==> config.mk <==
export PLATFORM = sky130hd
export DESIGN_NAME = seg_shift_display_flat
export DESIGN_NICKNAME = d
export VERILOG_FILES = /design/src/rtl/seg_pkg.sv /design/src/rtl/seg_shift_display_if.sv /design/src/rtl/edge_sync.sv /design/src/rtl/seg_shift_display.sv /design/src/flat_wrapper.sv
export SDC_FILE = /design/constraint.sdc
export NUM_CORES = 1
export LEC_CHECK = 0
export CAP_MARGIN = 25
export CORE_MARGIN = 3
export CORE_UTILIZATION = 50
export CTS_CLUSTER_DIAMETER = 60
export DETAILED_ROUTE_END_ITERATION = 6
export DONT_BUFFER_PORTS = 1
export HOLD_SLACK_MARGIN = 0.08
export PLACE_DENSITY = 0.66
export SETUP_SLACK_MARGIN = 0.2
export SLEW_MARGIN = 40
export SYNTH_ARGS = -nofsm -noshare
export SYNTH_HDL_FRONTEND = slang
export SYNTH_HIERARCHICAL = 1
export SYNTH_SLANG_ARGS = --single-unit
export TNS_END_PERCENT = 30
==> constraint.sdc <==
create_clock -name clk -period 2.4 [get_ports clk]
set_input_delay 0.6 -clock clk [delete_from_list [all_inputs] [get_ports clk]]
set_output_delay 0.6 -clock clk [all_outputs]
set_load 0.05 [all_outputs]
==> src/rtl/seg_pkg.sv <==
// Shared types and constants for the shifting seven-segment display.
package seg_pkg;

  localparam logic [6:0] BLANK_DEFAULT = 7'h7F;

  typedef enum logic {
    StIdle,
    StFill
  } state_e;

  // Never returns 0, so a divider of 1 still gets a one-bit counter.
  function automatic int unsigned safe_clog2(input int unsigned n);
    return (n <= 1) ? 1 : $clog2(n);
  endfunction

endpackage

==> src/rtl/seg_shift_display_if.sv <==
// Button/code inputs and display outputs of seg_shift_display.
interface seg_shift_display_if #(
  parameter int unsigned DIGITS = 8
) ();

  localparam int unsigned IdxW = seg_pkg::safe_clog2(DIGITS);

  logic              btn_r;
  logic              btn_l;
  logic              fill_start;
  logic [6:0]        code_in;
  logic [6:0]        HEX;
  logic [DIGITS-1:0] AN;
  logic              busy;
  logic [IdxW-1:0]   fill_idx;

  modport master (
    output btn_r, btn_l, fill_start, code_in,
    input  HEX, AN, busy, fill_idx
  );

  modport slave (
    input  btn_r, btn_l, fill_start, code_in,
    output HEX, AN, busy, fill_idx
  );

endinterface

==> src/rtl/edge_sync.sv <==
// Two-flop synchroniser with a registered one-cycle rising-edge pulse.
module edge_sync (
  input  logic clk,
  input  logic reset,
  input  logic i_d,
  output logic o_pulse
);

  logic r_meta;
  logic r_sync;
  logic r_hist;
  logic r_pulse;

  always_ff @(posedge clk or negedge reset) begin
    if (!reset) begin
      r_meta  <= 1'b0;
      r_sync  <= 1'b0;
      r_hist  <= 1'b0;
      r_pulse <= 1'b0;
    end else begin
      r_meta  <= i_d;
      r_sync  <= r_meta;
      r_hist  <= r_sync;
      r_pulse <= r_sync & ~r_hist;
    end
  end

  assign o_pulse = r_pulse;

endmodule

==> src/rtl/seg_shift_display.sv <==
// Shifting segment-code buffer with timed fill mode and multiplexed anode scan.
module seg_shift_display
  import seg_pkg::*;
#(
  parameter int unsigned DIGITS   = 8,
  parameter int unsigned SCAN_DIV = 10000,
  parameter int unsigned FILL_DIV = 100000000,
  parameter int unsigned ROTATE   = 0,
  parameter logic [6:0]  BLANK    = BLANK_DEFAULT
) (
  input logic             clk,
  input logic             reset,
  seg_shift_display_if.slave bus
);

  localparam int unsigned IdxW  = safe_clog2(DIGITS);
  localparam int unsigned ScanW = safe_clog2(SCAN_DIV);
  localparam int unsigned FillW = safe_clog2(FILL_DIV);

  localparam logic [IdxW-1:0]  IdxLast  = IdxW'(DIGITS - 1);
  localparam logic [ScanW-1:0] ScanLast = ScanW'(SCAN_DIV - 1);
  localparam logic [FillW-1:0] FillLast = FillW'(FILL_DIV - 1);

  logic w_pulse_r;
  logic w_pulse_l;
  logic w_pulse_f;

  edge_sync u_sync_r (
    .clk     (clk),
    .reset   (reset),
    .i_d     (bus.btn_r),
    .o_pulse (w_pulse_r)
  );

  edge_sync u_sync_l (
    .clk     (clk),
    .reset   (reset),
    .i_d     (bus.btn_l),
    .o_pulse (w_pulse_l)
  );

  edge_sync u_sync_f (
    .clk     (clk),
    .reset   (reset),
    .i_d     (bus.fill_start),
    .o_pulse (w_pulse_f)
  );

  // Anode scan
  logic [ScanW-1:0]  r_scan_cnt;
  logic [IdxW-1:0]   r_scan_idx;
  logic [DIGITS-1:0] r_an;
  logic              w_tick;

  assign w_tick = (r_scan_cnt == ScanLast);

  always_ff @(posedge clk or negedge reset) begin
    if (!reset) begin
      r_scan_cnt <= '0;
      r_scan_idx <= '0;
      r_an       <= ~DIGITS'(1);
    end else if (w_tick) begin
      r_scan_cnt <= '0;
      r_scan_idx <= (r_scan_idx == IdxLast) ? '0 : r_scan_idx + 1'b1;
      r_an       <= {r_an[DIGITS-2:0], r_an[DIGITS-1]};
    end else begin
      r_scan_cnt <= r_scan_cnt + 1'b1;
    end
  end

  // Buffer and fill FSM
  state_e          r_state;
  state_e          w_state_d;
  logic [IdxW-1:0] r_fill_idx;
  logic [IdxW-1:0] w_fill_idx_d;
  logic [FillW-1:0] r_fill_cnt;
  logic [FillW-1:0] w_fill_cnt_d;
  logic [6:0]      r_digit   [DIGITS];
  logic [6:0]      w_digit_d [DIGITS];

  always_ff @(posedge clk or negedge reset) begin
    if (!reset) begin
      r_state    <= StIdle;
      r_fill_idx <= '0;
      r_fill_cnt <= '0;
      for (int k = 0; k < DIGITS; k++) begin
        r_digit[k] <= BLANK;
      end
    end else begin
      r_state    <= w_state_d;
      r_fill_idx <= w_fill_idx_d;
      r_fill_cnt <= w_fill_cnt_d;
      r_digit    <= w_digit_d;
    end
  end

  always_comb begin
    w_state_d    = r_state;
    w_fill_idx_d = r_fill_idx;
    w_fill_cnt_d = r_fill_cnt;
    w_digit_d    = r_digit;
    unique case (r_state)
      StIdle: begin
        w_fill_cnt_d = '0;
        // Right beats left, and any shift swallows a simultaneous fill_start.
        if (w_pulse_r) begin
          w_digit_d[0] = bus.code_in;
          for (int k = 1; k < DIGITS; k++) begin
            w_digit_d[k] = r_digit[k-1];
          end
        end else if (w_pulse_l) begin
          for (int k = 0; k < DIGITS - 1; k++) begin
            w_digit_d[k] = r_digit[k+1];
          end
          w_digit_d[DIGITS-1] = (ROTATE != 0) ? r_digit[0] : BLANK;
        end else if (w_pulse_f) begin
          w_state_d    = StFill;
          w_fill_idx_d = IdxW'(1);
        end
      end
      StFill: begin
        if (w_pulse_r || w_pulse_l) begin
          // Abort consumes the press; digits filled so far stay.
          w_state_d    = StIdle;
          w_fill_idx_d = '0;
          w_fill_cnt_d = '0;
        end else if (r_fill_cnt == FillLast) begin
          w_fill_cnt_d          = '0;
          w_digit_d[r_fill_idx] = r_digit[0];
          if (r_fill_idx == IdxLast) begin
            w_state_d    = StIdle;
            w_fill_idx_d = '0;
          end else begin
            w_fill_idx_d = r_fill_idx + 1'b1;
          end
        end else begin
          w_fill_cnt_d = r_fill_cnt + 1'b1;
        end
      end
      default: begin
        w_state_d    = StIdle;
        w_fill_idx_d = '0;
        w_fill_cnt_d = '0;
      end
    endcase
  end

  assign bus.HEX      = r_digit[r_scan_idx];
  assign bus.AN       = r_an;
  assign bus.busy     = (r_state == StFill);
  assign bus.fill_idx = r_fill_idx;

endmodule
==> src/flat_wrapper.sv <==
// flat-port wrapper written by rule: the top's interface ports become plain ports
module seg_shift_display_flat import seg_pkg::*;
#(
  parameter int unsigned DIGITS   = 8,
  parameter int unsigned SCAN_DIV = 10000,
  parameter int unsigned FILL_DIV = 100000000,
  parameter int unsigned ROTATE   = 0,
  parameter logic [6:0]  BLANK    = BLANK_DEFAULT
)
  (clk, reset, bus_btn_r, bus_btn_l, bus_fill_start, bus_code_in, bus_HEX, bus_AN, bus_busy, bus_fill_idx);
  seg_shift_display_if #(.DIGITS(DIGITS)) bus_i ();
  input logic clk;
  input logic reset;
  input wire logic [$bits(bus_i.btn_r)-1:0] bus_btn_r;
  input wire logic [$bits(bus_i.btn_l)-1:0] bus_btn_l;
  input wire logic [$bits(bus_i.fill_start)-1:0] bus_fill_start;
  input wire logic [$bits(bus_i.code_in)-1:0] bus_code_in;
  output wire logic [$bits(bus_i.HEX)-1:0] bus_HEX;
  output wire logic [$bits(bus_i.AN)-1:0] bus_AN;
  output wire logic [$bits(bus_i.busy)-1:0] bus_busy;
  output wire logic [$bits(bus_i.fill_idx)-1:0] bus_fill_idx;
  assign bus_i.btn_r = bus_btn_r;
  assign bus_i.btn_l = bus_btn_l;
  assign bus_i.fill_start = bus_fill_start;
  assign bus_i.code_in = bus_code_in;
  assign bus_HEX = bus_i.HEX;
  assign bus_AN = bus_i.AN;
  assign bus_busy = bus_i.busy;
  assign bus_fill_idx = bus_i.fill_idx;
  seg_shift_display #(.DIGITS(DIGITS), .SCAN_DIV(SCAN_DIV), .FILL_DIV(FILL_DIV), .ROTATE(ROTATE), .BLANK(BLANK)) u_core (.clk(clk), .reset(reset), .bus(bus_i));
endmodule
# Yosys cells after proc, flatten, opt, wreduce, memory -nomap -nowiden
# Index checks and enable logic that the tools add are counted.
# word_totals
ff_bits	124
output_inout_bits	19
# op_classes
addsub	4
order_cmp	3
n_eq_ne	11
muxes	30
bitwise_logic	9
n_reduce_logical	4
# op_table
operator	count
56-bit two-way mux	4
56-bit one-hot mux with 2 select lines	1
56-bit bitwise mux	1
27-bit two-way mux	2
27-bit one-hot mux with 2 select lines	1
27-bit by 1-bit adder with 27-bit output, second input constant	1
27-bit equality test, second input constant	1
7-bit binary-select mux with 3-bit select	1
7-bit demux with 3-bit select	1
3-bit two-way mux	7
7-bit two-way mux	3
14-bit by 1-bit adder with 14-bit output, second input constant	1
14-bit equality test, second input constant	1
14-bit two-way mux	1
2-bit != test, second input constant	5
4-bit greater-or-equal comparator, second input constant	2
3-bit NOT with 4-bit output	2
3-bit by 1-bit adder with 3-bit output, second input constant	2
3-bit equality test, second input constant	2
1-bit two-way mux	6
3-bit != test, second input constant	2
3-bit one-hot mux with 2 select lines	1
4-bit by 1-bit less-than comparator with 1-bit output, second input constant	1
1-bit NOT	4
6 further kinds	8

# Longest topological paths before layout
# depth
depth_word	9
mapped_depth	9
mapped_depth_nobuf	6

# Modules after synthesis
# The synthesis kept the hierarchy.
# by_module_without_submodules
mod	instances	cells_each	area_each_um2	seq_area_each_um2
seg_shift_display	1	582	6261.0	2881.5
edge_sync	3	5	113.9	100.1

# Least setup slack after synthesis
# No wires, ideal clock.
# synth_timing
path_kind	register to output
startpoint	reg u_core.r_scan_idx[1]
endpoint	out bus_HEX[5]
arrival_time_ns	1.938
required_time_ns	1.800
setup_slack_ns	-0.138
path_stages_with_launch	5
n_path_buf	2
path_cell_list	dfrtp_1 -> clkbuf_1 -> clkbuf_1 -> mux4_2 -> mux2_2
# synth_between
elab_chain_cells	4
# synth_lines
item	line	rtl
start, declared	seg_shift_display.sv:51	logic [IdxW-1:0] r_scan_idx;
start signal, assigned	seg_shift_display.sv:64	r_scan_idx <= (r_scan_idx == IdxLast) ? '0 : r_scan_idx + 1'b1;
3-bit NOT with 4-bit output (not written as such)	seg_shift_display.sv:148	assign bus.HEX = r_digit[r_scan_idx];
7-bit binary-select mux with 3-bit select	seg_shift_display.sv:148	
7-bit two-way mux (not written as such) (2 in series)	seg_shift_display.sv:148	
end, declared	flat_wrapper.sv:18	output wire logic [$bits(bus_i.HEX)-1:0] bus_HEX;
# No other way between the ends. The select of a mux whose other input is x is not followed.

# Worst setup path after layout
# Same ends and word-level chain as after synthesis.

==> impl_results.md <==
* Layout cells sized above 1 at 0.293
* Area taken by flip-flops and latches at 3180 sq um
* Routability congestion estimate from global placement at 0.848
* Buffering stage count on the worst path with inverters included at 1
* Crit path cell chain: buf_12 -> mux4_2 -> mux2_4
* Worst Setup Start Kind: register
* Number of nets with antenna violations after routing at 0
* DIE AREA at 14600 sq um
* Slowest cell on the critical path: sky130_fd_sc_hd__mux4_2
* Via count of the routed design at 4605
* Vias/cell at 5.81
* Global route overflow at 0
* Nets at 626
* Ratio of total power to cell area at 853 nW/um^2
* Violated checks: hold timing, setup timing
* Remaining max-slew budget at the tightest pin at 0.462
* Root buffer cell: sky130_fd_sc_hd__clkbuf_16
* Area of combinational cells with multiple inputs at 3290 sq um
* Largest stage delay on the critical path at 0.51 ns
* Syn Area/Cell at 11.1 sq um
* Port Buffer Count at 0
* Cell variety after synth at 48
* Share of flip-flops with an asynchronous set or reset after synthesis at 1.00
* P_leak at 3.11 nW
* Proportion of synthesized chip area in sequential cells at 0.482
* Share of the synthesized area in the top cell type at 0.251
* CTS tree: done
* Worst flop-to-flop path startpoint: u_core/r_fill_cnt[10]$_DFF_PN0_
* Final Worst Setup Slack at -0.0630 ns
* VDD IR max at 0.000773 V
* Least-Margin Pin Slew at 0.806 ns
* Mapped Nets at 615
* Post-synth EDFFs at 0
* Max_cap viols at 0
* Total half-perimeter wirelength after legalization and detailed placement at 9.65 mm
* Antenna violations before repair at 0
* Post-route fraction of the period consumed by the critical path at 1.03
* First-pass GRT wire length at 24.3 mm
* Largest net degree at the start of global routing at 125
* Worst-case clock buffer depth at 2
* Number of design rule violations left after detail routing at 0
* Warnings from Yosys at 6
* Final Instance Area at 7510 sq um
* Wire length per cell after detailed routing at 18.5 um
* Max-slew violation count at 0
* Gate Count Post-Synth at 597
* Post-layout minimum cycle time at 2.46 ns
* Worst Path Required at 1.80 ns
* Overall die width at 121 um
* Synthesized area at 6600 sq um
* Reg-to-Reg End: u_core/r_digit[10]$_DFFE_PN1P_
* Status: finished, violations left
* Launching element of the worst setup path: u_core/r_scan_idx[1]$_DFFE_PN0N_
* R2R depth at 5
* Critical path peak fanout at 10
* Overall power of the completed layout at 6.41 mW
* Post-route clock skew at 0.00689 ns
* # IOs at 31
* Total number of placement rows at 41
* Classification of the worst setup path: reg2out
* Clock insertion delay at the later pin of the skew report at 0.41 ns
* Clock transition at path regs at 0.05 ns
* Arrival time of data at the critical path endpoint at 1.86 ns
* R2R Setup Slk at 0.32 ns
* Class of the most critical hold timing path: in2async
* Number of buffers created by CTS at 17
* Fmax at 0.406 GHz
* Area growth syn-to-layout at 13.8%
* RSZ-0062 raised after global routing: true
* Die extent in y at 121 um
* # setup viols final at 7
* Fill count at 1031
* Standard cell area after detailed placement at 6860 sq um
* Core area at 12800 sq um
* Endpoint type of the worst setup path: primary output
* Most frequently used cell type in the post-synthesis netlist: sky130_fd_sc_hd__nor2_1
* Commonest cells in the synthesized netlist: sky130_fd_sc_hd__nor2_1 (79), sky130_fd_sc_hd__dfstp_2 (63), sky130_fd_sc_hd__mux2i_1 (63)
* Number of clock sinks at 124
* Detailed Route Iter0 Violations at 296
* Final routed wirelength across all metal layers at 14.7 mm
* Most common flop cell mapped by yosys: sky130_fd_sc_hd__dfstp_2
* Synth area leader: sky130_fd_sc_hd__dfstp_2
* Largest cells by area after synthesis: sky130_fd_sc_hd__dfstp_2 (25%), sky130_fd_sc_hd__dfrtp_1 (23%), sky130_fd_sc_hd__mux2i_1 (9.6%)
* Htree depth at 4
* Worst hold slack at -0.117 ns
* Initial cell density of the core at 0.517
* Family of cells with the greatest summed delay on the critical path: multiplexers
* Global routing usage summed across all routing layers at 0.211
* Final hold vios at 61
* Ant diodes at 0
* First-pass iteration count of the detailed router at 5
* Via count of the first global-routing pass at 4777
* Flip-flop and latch count after synthesis at 124
cells in the final DEF (no fill, tap or decap), drive strengths merged, types with 3 or more instances in the layout:
| master | netlist | layout |
|---|---|---|
| ha | 6 | 6 |
| inv | 7 | 7 |
| o311ai | 3 | 3 |
| mux2 | 20 | 20 |
| o221a | 14 | 14 |
| nand2 | 44 | 44 |
| or2 | 4 | 4 |
| dfrtp | 61 | 61 |
| o21ai | 11 | 11 |
| o211ai | 3 | 3 |
| nand3 | 18 | 18 |
| buf | 14 | 28 |
| clkinv | 0 | 5 |
| a211oi | 7 | 7 |
| xnor2 | 18 | 18 |
| and2 | 8 | 8 |
| a21oi | 22 | 22 |
| nor2 | 80 | 80 |
| nand4 | 14 | 14 |
| mux2i | 63 | 63 |
| nor3 | 6 | 6 |
| and3 | 12 | 12 |
| a221o | 18 | 18 |
| nor2b | 6 | 6 |
| nor4 | 5 | 5 |
| clkbuf | 22 | 25 |
| mux4 | 14 | 14 |
| dfstp | 63 | 63 |
| xor2 | 19 | 19 |
kinds of logic (layout without fill, tap and decap cells):
group | count (synthesis) | count (layout) | share of synthesized area
and+or+nand+nor | 206 | 206 | 0.153
DFF | 124 | 124 | 0.482
buffers and inverters | 43 | 67 | 0.0282
muxes | 97 | 97 | 0.177
adders and majority gates | 6 | 6 | 0.0114
xor gates and xnor gates | 37 | 37 | 0.0491
AOI/OAI and AO/OA | 84 | 84 | 0.0985
metrics by stage:
| stage | utilization | setup WS, ns | hold WS (ns) | setup TNS [ns] | cells |
|---|---|---|---|---|---|
| global route | 0.588 | -0.114 | -0.142 | -0.684 | 793 |
| global placement | 0.537 | 0.334 | 0.310 | 0 | 756 |
| finish | 0.588 | -0.0630 | -0.117 | -0.278 | 793 |
| CTS | 0.584 | -0.0714 | -0.130 | -0.400 | 790 |
| floorplan | - | 0.165 | 0.304 | 0 | 597 |
| detailed placement | 0.537 | 0.242 | 0.312 | 0 | 756 |
where the power goes:
part / internal, mW / total, mW / switching (mW)
combinational: 0.515 / 1.06 / 0.547
sequential: 2.56 / 2.94 / 0.380
clock: 1.52 / 2.40 / 0.877
total: 4.60 / 6.41 / 1.80
area by class of cell:
class | instances | share of cell area
clock buffers | 25 | 0.0660
clock inverters | 7 | 0.00833
inverters | 7 | 0.00350
multi-input cells | 430 | 0.438
flip-flops and latches | 124 | 0.424
well taps | 172 | 0.0287
repair buffers | 28 | 0.0318
how the worst max path moves through the flow:
| stage | endpoint | slack, ns | cells after the start |
|---|---|---|---|
| after CTS | bus_HEX[6] | -0.07 | 3 |
| after detailed placement | u_core/r_digit[4]$_DFFE_PN1P_ | 0.24 | 7 |
| final | bus_HEX[5] | -0.06 | 3 |
| after global routing | bus_HEX[6] | -0.11 | 3 |
| after global placement | bus_HEX[3] | 0.33 | 3 |
| after floorplan | bus_HEX[5] | 0.17 | 4 |
flip-flops by register name, indices dropped and copies added (netlist names), 3 cells and up:
| signal | count |
|---|---|
| u_core/bus.AN | 8 |
| u_core/bus.fill_idx | 3 |
| u_core/r_digit | 56 |
| u_core/r_fill_cnt | 27 |
| u_core/r_scan_cnt | 14 |
| u_core/r_scan_idx | 3 |
metal layers:
metal | share of wire | vias up | GRT usage | wire [um]
met1 | 0.46 | 2321 | 0.279 | 6780
met2 | 0.50 | 80 | 0.345 | 7310
met5 | 0 | - | 0 | 0
li1 | - | 2195 | - | -
met3 | 0.034 | 9 | 0.0559 | 506
met4 | 0.0069 | 0 | 0.0559 | 102
repair_timing:
action,in CTS,in global routing
hold endpoints to repair,124,87
gates resized for setup,6,6
endpoints found under the setup margin,7,40
setup buffers,2,3
(Power assumes the default switching activity.)
